`config.mk`:
```
export PLATFORM = sky130hd
export DESIGN_NAME = fanout_fork_tracker
export DESIGN_NICKNAME = d
export VERILOG_FILES = /design/src/rtl/fanout_pkg.sv /design/src/rtl/fanout_branch_slot.sv /design/src/rtl/fanout_fork_tracker.sv
export SDC_FILE = /design/constraint.sdc
export NUM_CORES = 1
export LEC_CHECK = 0
export ABC_AREA = 1
export CORE_AREA = 3 3 89 91
export CTS_CLUSTER_SIZE = 28
export DETAILED_ROUTE_END_ITERATION = 16
export DIE_AREA = 0 0 92 94
export SLEW_MARGIN = 20
export SYNTH_ARGS = -nofsm -noshare
export SYNTH_HDL_FRONTEND = slang
export SYNTH_SLANG_ARGS = --single-unit
```
`constraint.sdc`:
```
create_clock -name clk -period 2.3 [get_ports clk]
set_input_delay 0.46 -clock clk [delete_from_list [all_inputs] [get_ports clk]]
set_output_delay 0.46 -clock clk [all_outputs]
set_load 0.01 [all_outputs]
```
`src/rtl/fanout_pkg.sv`:
```
// Shared types and limits for the fanout fork tracker and its branch slots.
package fanout_pkg;

  typedef enum logic {
    FANOUT_LAZY  = 1'b0,
    FANOUT_EAGER = 1'b1
  } fanout_mode_e;

  localparam int FANOUT_MAX_OUT = 32;

endpackage

```
`src/rtl/fanout_branch_slot.sv`:
```
// One downstream branch: holds its taken flop and derives active, satisfied and valid.
module fanout_branch_slot
  import fanout_pkg::*;
(
  input  logic         clk,
  input  logic         reset,
  input  logic         en,
  input  fanout_mode_e mode,
  input  logic         ignore,
  input  logic         flush,
  input  logic         in_valid,
  input  logic         in_ready,
  input  logic         accept,
  input  logic         out_ready,
  output logic         out_valid,
  output logic         sat,
  output logic         taken
);

  logic taken_reg;
  logic active;
  logic eager;
  logic fire;

  assign eager  = (mode == FANOUT_EAGER);
  assign active = en & ~ignore;
  assign sat    = ~active | taken_reg | out_ready;

  // Lazy branches wait for the whole group; eager ones only for their own taken bit.
  assign out_valid = in_valid & active & (eager ? ~taken_reg : in_ready);
  assign fire      = out_valid & out_ready;
  assign taken     = taken_reg;

  always_ff @(posedge clk or posedge reset) begin
    if (reset) begin
      taken_reg <= 1'b0;
    end else if (flush) begin
      taken_reg <= 1'b0;
    end else if (accept) begin
      taken_reg <= 1'b0;
    end else if (eager && in_valid) begin
      taken_reg <= taken_reg | fire;
    end
  end

endmodule

```
`src/rtl/fanout_fork_tracker.sv`:
```
// Broadcasts one upstream token to NUM_OUT branches; releases upstream once all active branches are satisfied.
module fanout_fork_tracker
  import fanout_pkg::*;
#(
  parameter int NUM_OUT = 9,
  parameter int CNT_W   = 16
) (
  input  logic               clk,
  input  logic               reset,
  input  logic [NUM_OUT-1:0] cfg_en,
  input  logic               cfg_mode,
  input  logic [NUM_OUT-1:0] ignore,
  input  logic               flush,
  input  logic               in_valid,
  output logic               in_ready,
  output logic [NUM_OUT-1:0] out_valid,
  input  logic [NUM_OUT-1:0] out_ready,
  output logic [NUM_OUT-1:0] taken,
  output logic [CNT_W-1:0]   tok_count
);

  fanout_mode_e       mode;
  logic [NUM_OUT-1:0] sat;
  logic               accept;
  logic [CNT_W-1:0]   tok_count_reg;

  assign mode     = fanout_mode_e'(cfg_mode);
  assign in_ready = &sat;
  assign accept   = in_valid & in_ready;

  genvar gi;
  generate
    for (gi = 0; gi < NUM_OUT; gi++) begin : g_slot
      fanout_branch_slot u_slot (
        .clk       (clk),
        .reset     (reset),
        .en        (cfg_en[gi]),
        .mode      (mode),
        .ignore    (ignore[gi]),
        .flush     (flush),
        .in_valid  (in_valid),
        .in_ready  (in_ready),
        .accept    (accept),
        .out_ready (out_ready[gi]),
        .out_valid (out_valid[gi]),
        .sat       (sat[gi]),
        .taken     (taken[gi])
      );
    end
  endgenerate

  // Counter survives flush; it only tracks completed upstream handshakes.
  always_ff @(posedge clk or posedge reset) begin
    if (reset) begin
      tok_count_reg <= '0;
    end else if (accept && (tok_count_reg != {CNT_W{1'b1}})) begin
      tok_count_reg <= tok_count_reg + 1'b1;
    end
  end

  assign tok_count = tok_count_reg;

endmodule

```
* Word-level counts from Yosys, hierarchy flattened
Cells that the tools add are included.
Storage, ports and cells: flip-flop bits (word level) 25
Operators by class: equal/unequal tests 1, bitwise logic cells 91, add/subtract/negate cells 1, reduce and logical (&&, ||, !) cells 4, multiplexer cells 36
Operator list (count):
- 1-bit AND | 37
- 1-bit 2-to-1 mux | 36
- 1-bit NOT | 27
- 1-bit bitwise OR | 27
- 16-bit by 1-bit adder with 16-bit output (second input constant) | 1
- 16-bit != test (second input constant) | 1
- 9-bit AND reduction | 1
- 3-bit nonzero test | 1
- 1-bit logical AND | 2

* Logic depth before layout (Yosys ltp)
depth after elaboration 13, depth in mapped cells 12, gate-level depth less buffers 11

* By module
Synthesis repeated with hierarchy kept, for this count alone.
Second synthesis, totals: cell total of the unflattened synthesis 335, area, all modules 2023.2 um^2
By module, submodules not included:
- fanout_fork_tracker | area an instance 1122.3 um^2, times used 1, cells an instance 164
- fanout_branch_slot | area an instance 100.1 um^2, times used 9, cells an instance 19

* Least setup slack after synthesis
OpenSTA, ideal clock, no wires.
path kind input-to-output, from input port cfg_en[2], to output port out_valid[0], cell stages on the path 10, required time 1.840 ns, setup slack 0.417 ns, path buffers 2, arrival time 1.423 ns, cell sequence inv_1 > nor2_1 > nor2b_1 > nor2_1 > nand3_1 > nand2_1 > buf_2 > nand3_1 > a21oi_1 > buf_4
Between the ends: cells in the longest elaborated chain, start to end 7
RTL lines:
- from (decl) | RTL line fanout_fork_tracker.sv:10 | input logic [NUM_OUT-1:0] cfg_en,
- 1-bit AND | RTL line fanout_branch_slot.sv:26 | assign active = en & ~ignore;
- 1-bit NOT | RTL line fanout_branch_slot.sv:27 | assign sat = ~active | taken_reg | out_ready;
- 1-bit bitwise OR (2 in a row) | RTL line fanout_branch_slot.sv:27
- 9-bit AND reduction | RTL line fanout_fork_tracker.sv:28 | assign in_ready = &sat;
- 1-bit 2-to-1 mux | RTL line fanout_branch_slot.sv:30 | assign out_valid = in_valid & active & (eager ? ~taken_reg : in_ready);
- 1-bit AND | RTL line fanout_branch_slot.sv:30
- to (decl) | RTL line fanout_fork_tracker.sv:16 | output logic [NUM_OUT-1:0] out_valid,
Every way passes these cells.

* Final worst setup path
from input port cfg_en[2], to output port out_valid[6]
Same word-level chain as after synthesis.

==> results.ini <==
[cts]
cts_tree=built
cts.sinks=25
clockBufferDepth=2
cts_hold_buf=0
clkLatencyLatePin_ps=280
worst_setup_hold_path_clk_slew_ps=100
cts_root_buffer=clkbuf_8
cts_max_level=1
cts_made_buffers=3

[outcome]
status=finished clean

[worst_setup_path]
setup.worst_path.end_class=primary output
r2r_end=tok_count[14]$_DFFE_PP0P_
ff2ff_path_depth=10
required_ps=1840
cp_num_buf_inv=4
slowest_stage=dlygate4sd2_1
cp_max_fo=7
rrSetupSlack_ps=390
startpoint_type=primary input
cp_top_family=simple AND/OR/NAND/NOR gates
crit_chain=dlygate4sd2_1, inv_1, nor2_2, nor2b_4, nor2_4, nand3_2, nand2_4, buf_6, nand3_1, a21oi_2, buf_2
cp.arrival_ps=1710
startpoint=cfg_en[2]
crit_type=in -> out
crit_end=out_valid[6]
cp.depth=11
slowest_delay_ps=220
timing.rr.start=tok_count[0]$_DFFE_PP0P_

[timing]
period_needed_ps=2170
rsz0062_at_grt=no
fin_skew_ps=2.63
post-route-period-util_pct=94.2
maxSlewViolCount=0
setup_violations=0
slew_headroom_pct=77.4
final-hold-violation-count=0
max_freq_ghz=0.462
tightest_slew_ps=336

[placed_design]
hpwl_mm=3.99
io_buffers=66
gp_congestion=0.847
dp.cells=409

[logic_synthesis]
synth_area_leaders=dfrtp_1 35%, nand2_1 11%, buf_4 7.6%
synth-seq-cells=25
syn_avg_cell_area_um2=7.31
syn-num-nets=277
synth_area_mm2=0.00178
async_flop_share_pct=100
synth_top_area_share_pct=35.1
syn_inst=244
ys.flop_type=dfrtp_1
yosysTopAreaCell=dfrtp_1
synth_edf_count=0
ys_seq_area_share_pct=35.1
yosysWarnings=0
synth_cell_types=24

[floorplan]
io_pins=67
fp.dieW_um=92
initial_core_util_pct=24.7
die-area_mm2=0.00865
die_h_um=94
core_area_mm2=0.00721
num_rows=31

[detailed_routing]
via_per_inst=4.22
drcViolationCount=0
vias=1770
wl_mm=5.23
wl_per_cell_um=12.5
ant_nets=0
drt_iter0_drc=34
firstDrtPassIters=4

[layout]
syn_to_final_growth_pct=52.8
largest_reg_flops=16
num_antenna_cells=0
mostFrequentLayoutCell=nand2_1
stdcell_count=419
drive_gt1_share_pct=23.4
layout_common_cells=49 x nand2_1, 34 x inv_1, 29 x clkdlybuf4s50_1, 25 x dfrtp_1, 25 x buf_4
nNetsFinal=354

[pwr]
power_density_mw_per_mm2=536
leakage_uw=0.00130
p_total_uw=1460
ir_worst_vdd_uv=367

[global_route]
grt_start_max_net_pins=26
grt_pass1_wl_mm=8.67
grt_pass1_vias=1823
grt_overflow=0
antenna_found_initial=0
grtUsageTotal_pct=12.3

[job]
maxCapViolCount=0

[min_path]
worstHoldPathType=in -> async

## Yosys cell counts, types with 2 or more instances
| cell type | n |
|---|---|
| buf_1 | 2 |
| buf_6 | 2 |
| nand2_4 | 2 |
| dfrtp_1 | 25 |
| o21ai_0 | 5 |
| inv_1 | 35 |
| buf_4 | 18 |
| nand3b_1 | 6 |
| nor3_1 | 5 |
| nand3_2 | 2 |
| nand3_1 | 15 |
| a21oi_1 | 19 |
| xor2_1 | 9 |
| o21ai_2 | 5 |
| nand4_1 | 5 |
| nor2_1 | 26 |
| xnor2_1 | 6 |
| nand2_1 | 51 |
## worst register-to-register path, stage by stage, from the launching register on
cell and delay (ps):
dfrtp_1 450, ha_1 270, nand3_2 140, nor2_4 180
nand2_4 80, nor3_4 160, nand3_2 110, nand2_4 150
inv_4 120, nand2_1 70, o21ai_0 80
## per-stage QoR
step / util (%) / hold WS (ps) / cell area (um^2) / TNS (ps) / setup WS (ps)
6_report: 37.8 / 536 / 2720 / 0 / 134
2_1_floorplan: - / 487 / 1780 / 0 / 417
3_3_place_gp: 36.0 / 536 / 2590 / -5420 / -630
5_1_grt: 37.8 / 595 / 2720 / 0 / 12.7
3_5_place_dp: 36.0 / 558 / 2590 / -5600 / -641
4_1_cts: 36.9 / 552 / 2670 / 0 / 19.8
## worst min-delay path by stage
| stage | start | slack [ps] | endpoint |
|---|---|---|---|
| floorplan | reset | 490 | g_slot[0].u_slot.taken$_DFFE_PP0P_ |
| global placement | g_slot[8].u_slot.taken$_DFFE_PP0P_ | 540 | g_slot[8].u_slot.taken$_DFFE_PP0P_ |
| detailed placement | tok_count[15]$_DFFE_PP0P_ | 560 | tok_count[15]$_DFFE_PP0P_ |
| CTS | reset | 550 | g_slot[2].u_slot.taken$_DFFE_PP0P_ |
| global route | reset | 600 | g_slot[5].u_slot.taken$_DFFE_PP0P_ |
| finish | reset | 540 | g_slot[2].u_slot.taken$_DFFE_PP0P_ |
## layout make-up
class / count / area (um^2)
clock buffers: 4 / 45.0
well taps: 99 / 124
repair buffers: 95 / 856
flip-flops and latches: 25 / 626
fillers: 781 / 4490
inverters: 36 / 138
multi-input cells: 160 / 936
## cells by family (layout without fill, tap and decap cells)
group | Yosys count | count (layout) | synth area share, %
adders and majority gates | 1 | 1 | 0.702
DFF | 25 | 25 | 35.1
buffers and inverters | 59 | 135 | 17.3
xor gates and xnor gates | 15 | 15 | 7.37
AOI/OAI and AO/OA | 29 | 29 | 9.19
and+or+nand+nor | 115 | 115 | 30.4
## power breakdown
group / switching (uW) / internal [uW]
combinational: 278 / 299
sequential: 92.8 / 506
clock: 159 / 124
total: 529 / 929
## layer usage
layer  part of all wire [%]  vias up  GRT usage, %
met2                     48       52          21.1
met4                   0.80        0          2.97
met1                     45      812          15.8
li1                       -      901             -
met3                    6.4        5          2.80
met5                      0        -             0
## repair_timing
action / 4_1_cts / 5_1_grt
setup endpoints to repair: 10 / 9
resized for setup: 80 / 17
pin swaps: 20 / 16
setup buffers: 4 / 2
gates cloned: 0 / 0
(Power assumes the default switching activity.)
